`config.mk`:
```
export PLATFORM = sky130hd
export DESIGN_NAME = cmp_fwd_scoreboard
export DESIGN_NICKNAME = d
export VERILOG_FILES = /design/src/rtl/cmp_fwd_pkg.sv /design/src/rtl/cmp_fwd_src_sel.sv /design/src/rtl/cmp_fwd_scoreboard.sv
export SDC_FILE = /design/constraint.sdc
export NUM_CORES = 1
export LEC_CHECK = 0
export BUFFER_PORTS_ARGS = -buffer_cell sky130_fd_sc_hd__buf_2
export CAP_MARGIN = 20
export CORE_UTILIZATION = 50
export CTS_BUF_LIST = sky130_fd_sc_hd__clkbuf_4 sky130_fd_sc_hd__clkbuf_8 sky130_fd_sc_hd__clkbuf_16
export DETAILED_ROUTE_END_ITERATION = 6
export GPL_TIMING_DRIVEN = 0
export PLACE_DENSITY = 0.73
export SLEW_MARGIN = 10
export SYNTH_ARGS = -nofsm -noshare
export SYNTH_HDL_FRONTEND = slang
export SYNTH_SLANG_ARGS = --single-unit
```
`constraint.sdc`:
```
create_clock -name clk -period 2.35 [get_ports clk]
set_input_delay 0 -clock clk [delete_from_list [all_inputs] [get_ports clk]]
set_output_delay 0 -clock clk [all_outputs]
set_load 0.01 [all_outputs]
```
`src/rtl/cmp_fwd_pkg.sv`:
```
// Shared types and constants for the ID-stage compare forwarding scoreboard.
package cmp_fwd_pkg;

  localparam int unsigned RD_MAX_W  = 16;
  localparam int unsigned LAT_MAX_W = 8;

  localparam int unsigned LAT_ALU  = 2;
  localparam int unsigned LAT_LOAD = 3;

  // One in-flight instruction; fields sized for the widest supported AW/LW.
  typedef struct packed {
    logic                 valid;
    logic [RD_MAX_W-1:0]  rd;
    logic                 regwren;
    logic [LAT_MAX_W-1:0] lat;
  } slot_t;

  function automatic int unsigned lw_for_depth(input int unsigned depth);
    return $clog2(depth + 1);
  endfunction

endpackage

```
`src/rtl/cmp_fwd_src_sel.sv`:
```
// Priority match of one compare source against the in-flight slots.
module cmp_fwd_src_sel
  import cmp_fwd_pkg::*;
#(
  parameter int unsigned DEPTH = 3,
  parameter int unsigned AW    = 5,
  parameter int unsigned LW    = lw_for_depth(DEPTH)
) (
  input  logic [AW-1:0]     rs_i,
  input  slot_t [DEPTH:1]   slots_i,
  output logic [LW-1:0]     sel_c,
  output logic              ready_c
);

  logic [LAT_MAX_W-1:0] lat_eff;

  // Scan oldest to youngest so the youngest matching writer is left standing.
  always_comb begin
    sel_c   = '0;
    ready_c = 1'b1;
    lat_eff = '0;
    for (int k = int'(DEPTH); k >= 1; k--) begin
      if (slots_i[k].valid && slots_i[k].regwren && (slots_i[k].rd != '0) &&
          (slots_i[k].rd == RD_MAX_W'(rs_i))) begin
        lat_eff = (slots_i[k].lat == '0) ? LAT_MAX_W'(1) : slots_i[k].lat;
        ready_c = (k >= int'(lat_eff));
        sel_c   = ready_c ? LW'(k) : '0;
      end
    end
  end

endmodule

```
`src/rtl/cmp_fwd_scoreboard.sv`:
```
// Decode-stage forwarding/hazard unit for early branch compare: slot shift
// register of in-flight writers, per-source forward select, stall and counter.
module cmp_fwd_scoreboard
  import cmp_fwd_pkg::*;
#(
  parameter int unsigned NSRC  = 2,
  parameter int unsigned DEPTH = 3,
  parameter int unsigned AW    = 5,
  parameter int unsigned LW    = lw_for_depth(DEPTH),
  parameter int unsigned SCW   = 16
) (
  input  logic               clk,
  input  logic               rst_n,
  input  logic               advance,
  input  logic               flush,
  input  logic               id_valid,
  input  logic [NSRC*AW-1:0] id_rs,
  input  logic [NSRC-1:0]    id_rs_used,
  input  logic [AW-1:0]      id_rd,
  input  logic               id_regwren,
  input  logic [LW-1:0]      id_lat,
  output logic [NSRC*LW-1:0] frw_sel,
  output logic               stall,
  output logic [SCW-1:0]     stall_cnt,
  input  logic               stall_cnt_clr
);

  slot_t [DEPTH:1] slots_q, slots_d;
  logic [SCW-1:0]  stall_cnt_q, stall_cnt_d;
  logic [NSRC-1:0] ready_c;
  logic            stall_c;

  for (genvar i = 0; i < NSRC; i++) begin : g_src
    cmp_fwd_src_sel #(
      .DEPTH (DEPTH),
      .AW    (AW),
      .LW    (LW)
    ) u_sel (
      .rs_i    (id_rs[i*AW +: AW]),
      .slots_i (slots_q),
      .sel_c   (frw_sel[i*LW +: LW]),
      .ready_c (ready_c[i])
    );
  end

  // Flush squashes the ID instruction, so it never waits on a producer.
  always_comb begin
    stall_c = id_valid && !flush && |(id_rs_used & ~ready_c);
  end

  assign stall     = stall_c;
  assign stall_cnt = stall_cnt_q;

  always_comb begin
    slots_d = slots_q;
    if (advance) begin
      for (int k = int'(DEPTH); k >= 2; k--) begin
        slots_d[k] = slots_q[k-1];
      end
      slots_d[1] = '0;
      if (id_valid && !stall_c && !flush) begin
        slots_d[1].valid   = 1'b1;
        slots_d[1].rd      = RD_MAX_W'(id_rd);
        slots_d[1].regwren = id_regwren;
        slots_d[1].lat     = LAT_MAX_W'(id_lat);
      end
    end
  end

  always_comb begin
    stall_cnt_d = stall_cnt_q;
    if (stall_cnt_clr) begin
      stall_cnt_d = '0;
    end else if (stall_c && advance && (stall_cnt_q != {SCW{1'b1}})) begin
      stall_cnt_d = stall_cnt_q + SCW'(1);
    end
  end

  always_ff @(posedge clk or negedge rst_n) begin
    if (!rst_n) begin
      slots_q     <= '0;
      stall_cnt_q <= '0;
    end else begin
      slots_q     <= slots_d;
      stall_cnt_q <= stall_cnt_d;
    end
  end

endmodule

```
==> impl_metrics.toml <==
[outcome]
run_status = "finished with violations"
violations = "setup timing"

[synthesis]
ys_top_cells_by_area = "dfrtp_1 (42%), mux2_2 (8.3%), xnor2_1 (7.1%)"
yosys_register_bits = 41
number_of_distinct_library_cell_variants_in_the_gate_level_netlist_after_synthesis = 46
mappedNetlistNets = 250
synthCells = 223
synth_top_area_cell = "dfrtp_1"
synth_area_per_cell_um2 = 11.0
seq_area_frac_synth = 0.418
area_share_of_the_largest_cell_type_after_synthesis = 0.418
synth_edf_count = 0
yosys_warnings = 0
yosys_most_used_dff = "dfrtp_1"
netlist_area_mm2 = 0.00245
postSynth.asyncResetShare = 1.00

[setup_path]
worst_ep_arrival_time_ps = 2730
r2r_end = "stall_cnt[10]$_DFFE_PN0P_"
path_max_fanout = 10
rrSetupSlack_ps = -180
required_worst_endpoint_ps = 2540
startpoint_type = "flop"
timing.critical_path.slowest_stage_cell = "dfrtp_2"
path_cells = "and3_1, and3_2, and2_1, a31o_2, buf_2, buf_4, nor3_2, mux2_4"
critPathKind = "reg -> reg"
endpoint_kind = "flop"
r2r_start = "stall_cnt[2]$_DFFE_PN0P_"
critical-path-max-stage-delay_ps = 450
ff2ff_path_depth = 8

[min_path]
hold_path_end = "stall_cnt[2]$_DFFE_PN0P_"
timing.hold.worst.class = "in -> reg"
hold_start = "stall_cnt_clr"
hold_path_depth = 3

[sta]
finClkSkew_ps = 6.73
setup-violations-final = 23
part_of_the_cycle_the_worst_path_needs = 1.08
final_hold_viol_count = 0
timing.fmax_ghz = 0.395
timing_worst_slew_pin_value_ps = 901
period_needed_ps = 2530
slew_viol_final = 0
fin_ws_ps = -184
grt_setup_unrepaired = "yes"
slew-limit-headroom = 0.399

[global_routing]
grt_pass1_vias = 2193
grt_antenna_before_repair = 0
grt_start_max_net_pins = 42
grt_overflow_total = 0
globalRouteTotalUtil = 0.265
wire_length_of_the_first_global_routing_pass_um = 10600

[pwr]
report.power.total_w = 0.00151
leakagePower_nw = 1.46
switching_share = 0.287
clock_power_frac = 0.316
power.share.combinational = 0.167
power_switching_w = 0.000433
power.density_mw_per_mm2 = 456
internal_power_w = 0.00107
seq_power_share = 0.516
vdd_drop_max_uv = 368

[route]
routedWlPerCell_um = 17.2
detailed_route_iter0_violations = 97
num_vias = 2142
drtAntennaViolNets = 0
dr.pass1.iters = 4
viasPerCell = 5.80
drt-total-wl_um = 6340
detail_route.drc_violations = 0

[clocking]
clock_latency_ps = 300
cts_buffers = 5
cts.sinks = 41
ctsLongestPathBuffers = 2
htreeDepth = 2
cts.root.buffer_cell = "clkbuf_8"
worst_setup_hold_path_clk_slew_ps = 90
cts_tree = "yes"

[floorplanning]
chipHeight_um = 72.1
floorplan.rows = 25
floorplan.initialDensity = 0.519
design.die.area_mm2 = 0.00519
num_io_pins = 47
dieWidth_um = 72.1
fp.coreArea_mm2 = 0.00472

[layout]
post_route_cells_drive_above_1_share = 0.464
layout.nets = 328
number_of_antenna_repair_diodes = 0
areaGrowthSynthToFinish_pct = 34.8
final-instance-count-excl-fill = 369

[job]
maxCapViolations = 0

[place]
globalplace.congestion = 0.925
numPlacedInstances = 335
port-buffer-count = 45
dp_slack_ps = -243
dp.final_hpwl_um = 4070
-- Yosys cell counts, types with 3 or more instances --
| master | n |
|---|---|
| inv_1 | 3 |
| xnor2_1 | 20 |
| and3_1 | 6 |
| a41o_1 | 3 |
| nor4_1 | 4 |
| clkbuf_1 | 4 |
| o31ai_1 | 6 |
| xor2_1 | 10 |
| a21oi_1 | 11 |
| nor2b_1 | 5 |
| nand2_1 | 4 |
| o2111ai_1 | 3 |
| nor2_1 | 7 |
| or4_1 | 8 |
| nand4_1 | 5 |
| dfrtp_1 | 41 |
| nand3_1 | 13 |
| mux2_2 | 18 |
| mux2_4 | 5 |
| a22o_1 | 9 |
| buf_2 | 3 |
-- worst max path at each step --
stage | startpoint | endpoint | slack, ps
2_1_floorplan | slots_q[13]$_DFFE_PN0P_ | stall_cnt[2]$_DFFE_PN0P_ | -50
3_3_place_gp | stall_cnt[2]$_DFFE_PN0P_ | stall_cnt[10]$_DFFE_PN0P_ | -220
3_5_place_dp | stall_cnt[2]$_DFFE_PN0P_ | stall_cnt[10]$_DFFE_PN0P_ | -240
4_1_cts | slots_q[11]$_DFFE_PN0P_ | stall_cnt[15]$_DFFE_PN0P_ | -190
5_1_grt | slots_q[11]$_DFFE_PN0P_ | stall_cnt[12]$_DFFE_PN0P_ | -250
6_report | stall_cnt[2]$_DFFE_PN0P_ | stall_cnt[10]$_DFFE_PN0P_ | -180
-- layer usage --
layer,share of wire,track usage,vias to the layer above,routed length [µm]
li1,-,-,997,-
met5,0,0,-,0
met4,0.0090,0.0806,0,57
met3,0.039,0.0389,6,248
met1,0.42,0.332,1077,2660
met2,0.53,0.474,62,3380
-- layout make-up --
| cell class | instances | area, µm² |
|---|---|---|
| fillers | 352 | 1420 |
| plain buffers | 9 | 53.8 |
| inverters | 4 | 15.0 |
| well taps | 67 | 83.8 |
| flip-flops and latches | 41 | 1030 |
| repair buffers | 71 | 474 |
| clock inverters | 3 | 21.3 |
| clock buffers | 5 | 68.8 |
| multi-input cells | 169 | 1560 |
-- cells by family after synthesis --
logic type | Yosys count | share of synthesized area
buffers and inverters | 14 | 0.0260
adder cells (fa/ha/maj) | 1 | 0.00510
AO/OA/AOI/OAI | 42 | 0.132
flip-flops | 41 | 0.418
XOR/XNOR | 30 | 0.107
AND/OR/NAND/NOR | 70 | 0.190
multiplexers | 25 | 0.121
-- placed cells by master, fill, tap and decap left out, drive strengths merged, types with 5 or more instances in the layout --
| master | synthesis | final |
|---|---|---|
| buf | 6 | 68 |
| dfrtp | 41 | 41 |
| mux2 | 23 | 23 |
| xnor2 | 20 | 20 |
| nand3 | 13 | 13 |
| a21oi | 11 | 11 |
| xor2 | 10 | 10 |
| dlygate4sd3 | 0 | 9 |
| a22o | 9 | 9 |
| nor2 | 8 | 9 |
| or4 | 9 | 9 |
| nor4 | 8 | 8 |
| clkbuf | 4 | 8 |
| and3 | 6 | 6 |
| o31ai | 6 | 6 |
| nand4 | 5 | 5 |
| nor2b | 5 | 5 |
-- power by group through the flow --
stage | combinational, W | sequential [W] | clock, W
after floorplan | 0.000131 | 0.000784 | 0
after global placement | 0.000190 | 0.000799 | 0
after detailed placement | 0.000197 | 0.000800 | 0
after CTS | 0.000239 | 0.000777 | 0.000484
after global routing | 0.000275 | 0.000784 | 0.000514
final | 0.000252 | 0.000779 | 0.000477
-- through the flow --
step	instance area [µm²]	setup TNS, ps	hold WS (ps)	util
final	3310	-2520	80.1	0.700
after floorplan	2480	-238	-296	-
after global routing	3310	-4400	91.3	0.700
after detailed placement	2790	-3740	181	0.591
after global placement	2790	-3160	176	0.591
after CTS	3190	-2500	76.0	0.676
-- critical path: cells and delay by family (launching register included) --
| kind | cells | cell delay (ps) |
|---|---|---|
| simple gates | 4 | 980 |
| compound gates | 1 | 240 |
| mux | 1 | 310 |
| buf+inv | 2 | 440 |
| flops | 1 | 450 |
-- state kept, by name, summed over array words and instances, names as in the netlist --
name,count
slots_q,25
stall_cnt,16
-- repair_timing --
action,in CTS,in global routing
hold buffers,9,0
pin swaps,21,22
gates cloned,2,0
hold endpoints to repair,49,0
setup endpoints to repair,26,27
resized for setup,23,25
buffers inserted,16,3
No activity file was read; power rests on OpenSTA's default activity.
